### src/rtl/axis_master_fifo.sv
// AXI-Stream master output stage: elastic FWFT FIFO with upstream backpressure
// and optional internal tlast/tuser generation from line/frame geometry.
module axis_master_fifo #(
    parameter int DATA_WIDTH  = 32,
    parameter int DEPTH       = 8,
    parameter int MARKER_MODE = 0,
    parameter int LINE_LEN    = 640,
    parameter int FRAME_LINES = 480
) (
    input  logic                       clk,
    input  logic                       rst_n,
    input  logic [DATA_WIDTH-1:0]      data_in,
    input  logic                       valid_in,
    output logic                       ready_out,
    input  logic                       last_in,
    input  logic                       user_in,
    input  logic                       flush,
    output logic [DATA_WIDTH-1:0]      m_axis_tdata,
    output logic                       m_axis_tvalid,
    input  logic                       m_axis_tready,
    output logic                       m_axis_tlast,
    output logic                       m_axis_tuser,
    output logic [$clog2(DEPTH):0]     fill_level,
    output logic                       frame_done
);

    localparam int AW = $clog2(DEPTH);
    localparam int CW = (LINE_LEN > 1) ? $clog2(LINE_LEN) : 1;
    localparam int RW = (FRAME_LINES > 1) ? $clog2(FRAME_LINES) : 1;
    localparam int EW = DATA_WIDTH + 2;

    logic [EW-1:0]  mem [DEPTH];
    logic [AW-1:0]  wr_ptr;
    logic [AW-1:0]  rd_ptr;
    logic [AW:0]    count;
    logic           alive;
    logic [CW-1:0]  col;
    logic [RW-1:0]  row;
    logic [RW-1:0]  out_row;
    logic           frame_done_r;

    logic           empty;
    logic           wr_en;
    logic           rd_en;
    logic           col_end;
    logic           row_end;
    logic           out_row_end;
    logic           wr_last;
    logic           wr_user;
    logic [EW-1:0]  head;

    assign empty       = (count == '0);
    // ready depends only on registered state, never on m_axis_tready
    assign ready_out   = alive && (count != (AW+1)'(DEPTH));
    assign wr_en       = valid_in && ready_out && !flush;
    assign rd_en       = !empty && m_axis_tready && !flush;

    assign col_end     = (col == CW'(LINE_LEN - 1));
    assign row_end     = (row == RW'(FRAME_LINES - 1));
    assign out_row_end = (out_row == RW'(FRAME_LINES - 1));

    assign wr_last = (MARKER_MODE == 1) ? col_end : last_in;
    assign wr_user = (MARKER_MODE == 1) ? ((col == '0) && (row == '0)) : user_in;

    assign head          = mem[rd_ptr];
    assign m_axis_tvalid = !empty;
    assign m_axis_tdata  = empty ? '0 : head[DATA_WIDTH-1:0];
    assign m_axis_tlast  = !empty && head[DATA_WIDTH];
    assign m_axis_tuser  = !empty && head[DATA_WIDTH+1];
    assign fill_level    = count;
    assign frame_done    = frame_done_r;

    always_ff @(posedge clk) begin
        if (wr_en) begin
            mem[wr_ptr] <= {wr_user, wr_last, data_in};
        end
    end

    always_ff @(posedge clk or negedge rst_n) begin
        if (!rst_n) begin
            alive        <= 1'b0;
            wr_ptr       <= '0;
            rd_ptr       <= '0;
            count        <= '0;
            col          <= '0;
            row          <= '0;
            out_row      <= '0;
            frame_done_r <= 1'b0;
        end else begin
            alive <= 1'b1;
            if (flush) begin
                wr_ptr       <= '0;
                rd_ptr       <= '0;
                count        <= '0;
                col          <= '0;
                row          <= '0;
                out_row      <= '0;
                frame_done_r <= 1'b0;
            end else begin
                if (wr_en) begin
                    wr_ptr <= wr_ptr + 1'b1;
                end
                if (rd_en) begin
                    rd_ptr <= rd_ptr + 1'b1;
                end
                case ({wr_en, rd_en})
                    2'b10:   count <= count + 1'b1;
                    2'b01:   count <= count - 1'b1;
                    default: count <= count;
                endcase

                // input-side geometry counters drive the generated markers
                if (wr_en) begin
                    col <= col_end ? '0 : col + 1'b1;
                    if (col_end) begin
                        row <= row_end ? '0 : row + 1'b1;
                    end
                end

                // output-side line counter locates the frame's final tlast
                if (rd_en && m_axis_tlast) begin
                    out_row <= out_row_end ? '0 : out_row + 1'b1;
                end
                frame_done_r <= (MARKER_MODE == 1) && rd_en && m_axis_tlast && out_row_end;
            end
        end
    end

endmodule

### config.mk
export PLATFORM = sky130hd
export DESIGN_NAME = axis_master_fifo
export DESIGN_NICKNAME = d
export VERILOG_FILES = /design/src/rtl/axis_master_fifo.sv
export SDC_FILE = /design/constraint.sdc
export NUM_CORES = 1
export LEC_CHECK = 0
export BUFFER_PORTS_ARGS = -buffer_cell sky130_fd_sc_hd__buf_2
export CAP_MARGIN = 15
export CORE_MARGIN = 4
export CORE_UTILIZATION = 55
export CTS_CLUSTER_SIZE = 40
export DETAILED_ROUTE_END_ITERATION = 16
export PLACE_DENSITY_LB_ADDON = 0.15
export SLEW_MARGIN = 15
export SYNTH_ARGS = -nofsm -noshare
export SYNTH_HDL_FRONTEND = slang
export SYNTH_SLANG_ARGS = --single-unit
### constraint.sdc
create_clock -name clk -period 13.8 [get_ports clk]
set_clock_uncertainty 0.2 [all_clocks]
set_input_delay 3.45 -clock clk [delete_from_list [all_inputs] [get_ports clk]]
set_output_delay 3.45 -clock clk [all_outputs]
set_load 0.1 [all_outputs]
Yosys cells after proc, flatten, opt, wreduce, memory -nomap -nowiden
Memories as Yosys holds them, arrays and structs flattened.
Cells that the tools add are included.
{"block": "word_totals", "in_bits": 39, "reg_bits": 11, "n_memories": 1, "ramBits": 272, "wordCells": 34}
{"block": "op_classes", "addsub": 4, "mux": 9, "reduce_logical": 13, "n_eq_ne": 3}
{"memory": "mem", "words": 8, "width": 34, "rd": 1, "rd_clocked_by_memory_dff": 0, "write_ports": 1, "line": "32", "source": "logic [EW-1:0] mem [DEPTH];"}
{"operator": "32-bit two-way mux", "n": 1}
{"operator": "3-bit two-way mux", "n": 4}
{"operator": "4-bit case mux with 2 select lines", "n": 1}
{"operator": "1-bit logical AND", "n": 7}
{"operator": "3-bit by 1-bit adder with 3-bit output (second input constant)", "n": 2}
{"operator": "4-bit by 1-bit adder with 4-bit output (second input constant)", "n": 1}
{"operator": "4-bit logical NOT", "n": 1}
{"operator": "4-bit two-way mux", "n": 1}
{"operator": "4-bit inequality test (second input constant)", "n": 1}
{"operator": "2-bit nonzero test", "n": 2}
{"operator": "4-bit by 1-bit subtractor with 4-bit output (second input constant)", "n": 1}
{"operator": "3-bit nonzero test", "n": 1}
{"operator": "2-bit by 1-bit equality test with 1-bit output (second input constant)", "n": 1}
{"operator": "2-bit equality test (second input constant)", "n": 1}
{"operator": "1-bit logical NOT", "n": 2}
{"operator": "1-bit two-way mux", "n": 2}

Depth between registers and ports, before layout
{"block": "logic_depth", "ltp_word": 7, "ltp_mapped": 10, "depth_no_buf": 9}

Least setup slack after synthesis
No wires, ideal clock.
{"block": "synth_path", "kind": "in2reg", "startpoint": "input valid_in", "endpoint": "memory mem[0][0] in the netlist's numbering (enable)", "required_ps": 13077, "arrival_ps": 7326, "slack_ps": 5751, "cell_stages": 3, "path_cell_list": "and2_1 > nand2_1 > nor4b_1"}
{"block": "synth_between", "elab_chain_len": 4}
{"element": "from (decl)", "line": "13", "source": "input logic valid_in,"}
{"element": "1-bit logical AND (2 in a row)", "line": "55", "source": "assign wr_en = valid_in && ready_out && !flush;"}
{"element": "1-bit two-way mux", "line": "74", "source": "if (wr_en) begin"}
{"element": "1-bit two-way mux (implied by the code)", "line": "75", "source": "mem[wr_ptr] <= {wr_user, wr_last, data_in};"}
{"element": "to (decl)", "line": "32"}
No other way between the ends.

Worst setup path after layout
{"block": "layout_path", "startpoint": "register rd_ptr[0]", "endpoint": "output m_axis_tdata[22]"}
{"block": "layout_between", "elab_chain_len": 2}
{"element": "from (decl)", "line": "34", "source": "logic [AW-1:0] rd_ptr;"}
{"element": "from (signal assigned)", "line": "104", "source": "rd_ptr <= rd_ptr + 1'b1;"}
{"element": "memory 8 x 34 bit"}
{"element": "32-bit two-way mux", "line": "67", "source": "assign m_axis_tdata = empty ? '0 : head[DATA_WIDTH-1:0];"}
{"element": "to (decl)", "line": "18", "source": "output logic [DATA_WIDTH-1:0] m_axis_tdata,"}
No other way between the ends.

==> metrics <==
status=finished, final reports clean; period utilisation layout=0.486; family with the most delay on the worst path=buffers and inverters; DRC=0; crit path cell chain=buf_6, mux4_2, mux2i_1, nor2_1, buf_2; DRT antenna net count=0; min Tclk post-route=6.70 ns; share of post-route cells with drive strength above 1=0.344; site row count=51; Post-Route WL=20.0 mm; area of the multi-input gates=2490 um2; Sink Count=283; Main synth FF type=edfxtp_1; EDFF count, synth=272; Worst VDD drop=0.000161 V; grt ovf=0; Starting Density=0.562; worst skew pair latency=0.53 ns; vias=5097; Syn Inst Count=about 500; I/O pin count=80; worst hold path class=flip-flop to flip-flop; overall die width=approximately 150 um; Crit path arrival time=3.05 ns; Setup violations, final=0; Clk pin slew, worst setup/hold paths=0.06 ns; register area share after synthesis=0.766; Yosys warning total=0; static leakage=between 4 and 5 nW; Pre-antenna DRT Iters=4; Placed Instances=845; Die H=between 100 and 150 um; total die area=22400 um2; fmax=149 MHz; mapped cell area=roughly 11000 um2; Final Non-Filler Cells=900; Critical Path RT=10.15 ns; Worst path slowest cell=buf_6; vias in the first global route=5498; IO Port Bufs=78; Yosys reg bits=283; Hold Crit Start=fill_level[2]$_DFFE_PN0P_; Setup crit end kind=output pin; quantity of gates resized following cts=0; FILL cells=roughly 1300; Final Net Count=654; Slew headroom=0.313; Max Slew Vio Count=0; ys async rst share=0.0389; hpwl dp=11.3 mm; top cells by area, synth=edfxtp_1 74%, mux4_2 14%, mux2i_1 3.2%; share of the synthesized area in the top cell type=0.741; Register Area=8450 um2; Worst Tran Pin Value=between 1 and 1.5 ns; endpoints failing hold=0; Setup CP Type=flip-flop to output pin; Yosys cell types=34; CTS tree=built; GRT Overall Usage=0.186; CTS Hold Bufs=0; CP Launch Type=flip-flop; reg2reg start=fill_level[0]$_DFFE_PN0P_; CTS Buffer Depth=3; Layout area overhead=15.9%; largest net degree at the start of global routing=71; Critical path origin=rd_ptr[0]$_DFFE_PN0P_; Max Cap Violations=0; Iter 0 DRT Violations=292; CP max stage delay=about 0.65 ns; Power Total=2.57 mW; number of buffers created by CTS=29; Power Density=201 nW/um2; CTS root buf=clkbuf_16; Core Region=19600 um2; H-tree levels=1; vias per cell=between 5 and 6; RSZ-0062 raised after global routing=false; first-pass GRT wire length=~31 mm; crit path max fanout=54; top cell type by total area after synthesis=edfxtp_1; Layout Utilization=0.652; RD Place Congestion=between 0.7 and 0.8; slack of the worst reg-to-reg path=10.92 ns; initial antenna violation count=1; Post-CTS Setup Repair Bufs=0; Sum Neg Setup Slack=0 ns; Bufs and invs on worst path=2; routed wire length per instance=about 22 um; Synthesized Nets=roughly 560; Syn Area/Cell=21.4 um2
## flip-flops by register name, summed over array words and instances (netlist names)
register / flops
fill_level: 4
alive: 1
wr_ptr: 3
mem: 272
rd_ptr: 3
## cell usage after synthesis (2+ instances only)
cell type and instances:
buf_2 11, nor2_1 45, conb_1 2, clkbuf_1 12
mux4_2 68, nor3_1 3, nor4_1 3, dfrtp_1 11
and2_1 3, edfxtp_1 272, xnor2_1 3, mux2i_1 35
a21o_1 2, ha_1 4, nand3_1 7, a31oi_1 2
xor2_1 4, nand2_1 6, buf_1 4, a21oi_1 3
## path summary, 6_finish.rpt
check / endpoint / depth (start not counted)
worst max-delay path: m_axis_tdata[22] / 5
worst min-delay path: fill_level[2]$_DFFE_PN0P_ / 2
worst max register to register: fill_level[3]$_DFFE_PN0P_ / 7
worst min register to register: fill_level[2]$_DFFE_PN0P_ / 2
max in group asynchronous: rd_ptr[0]$_DFFE_PN0P_ / 1
min in group asynchronous: alive$_DFF_PN0_ / 1
## worst register-to-register path: cells and delay by family (launching register included)
kind,cells,cell delay [ns]
AO/OA/AOI/OAI,3,0.62
flip-flops,1,0.49
adder cells (fa/ha/maj),1,0.31
multiplexers,1,0.34
AND/OR/NAND/NOR,2,0.79
## per-layer routing
layer | share of wire | vias to the layer above | track usage
met5 | 0.00035 | - | 0
met4 | 0.019 | 2 | 0.0513
met3 | 0.050 | 30 | 0.0348
met2 | 0.51 | 121 | 0.319
met1 | 0.42 | 2642 | 0.249
li1 | - | 2302 | -
## cells in the final DEF, fill, tap and decap left out, types with 2 or more instances in the layout
| master | n |
|---|---|
| dfrtp_1 | 8 |
| edfxtp_1 | 272 |
| nor3_2 | 3 |
| buf_4 | 16 |
| clkbuf_16 | 29 |
| a31oi_1 | 2 |
| nor2_4 | 2 |
| mux4_2 | 68 |
| nor4_2 | 3 |
| bufinv_16 | 5 |
| a21oi_1 | 3 |
| clkbuf_1 | 12 |
| clkinv_1 | 3 |
| conb_1 | 2 |
| xnor2_1 | 3 |
| buf_2 | 78 |
| dfrtp_4 | 2 |
| xor2_1 | 4 |
| nand3_1 | 7 |
| mux2i_1 | 35 |
| a21o_1 | 2 |
| and2_1 | 3 |
| ha_1 | 4 |
| clkinv_2 | 2 |
| nor2_1 | 43 |
| nand2_1 | 6 |
## where the power goes
part	switching, mW	internal [mW]
clock	0.296	0.482
combinational	0.616	0.182
sequential	0.0326	0.957
## per-stage QoR
step	hold slack, ns	setup slack, ns	area (um2)
2_1_floorplan	0.394	5.75	11000
3_3_place_gp	0.453	7.30	11800
3_5_place_dp	0.484	7.32	11800
4_1_cts	0.491	6.72	12800
5_1_grt	0.536	6.85	12800
6_report	0.490	7.10	12800
## final cells by class
| cell class | count | share of cell area |
|---|---|---|
| Sequential cell | 283 | 0.662 |
| Multi-Input combinational cell | 201 | 0.195 |
| Clock buffer | 41 | 0.0604 |
| Timing Repair Buffer | 95 | 0.0409 |
| Tap cell | 265 | 0.0260 |
| Clock inverter | 13 | 0.0154 |
| Inverter | 1 | 0.000294 |
| Antenna cell | 1 | 0.000196 |
## cells by family after synthesis
kind of cell             Yosys count  synth area share
flip-flops                       283             0.766
multiplexers                     104             0.172
AND/OR/NAND/NOR                   72            0.0292
buffers and inverters             30            0.0125
AO/OA/AOI/OAI                     12           0.00943
XOR/XNOR                           7           0.00556
adder cells (fa/ha/maj)            4           0.00454
other                              2          0.000682
Power figures use the tool's default switching activity.
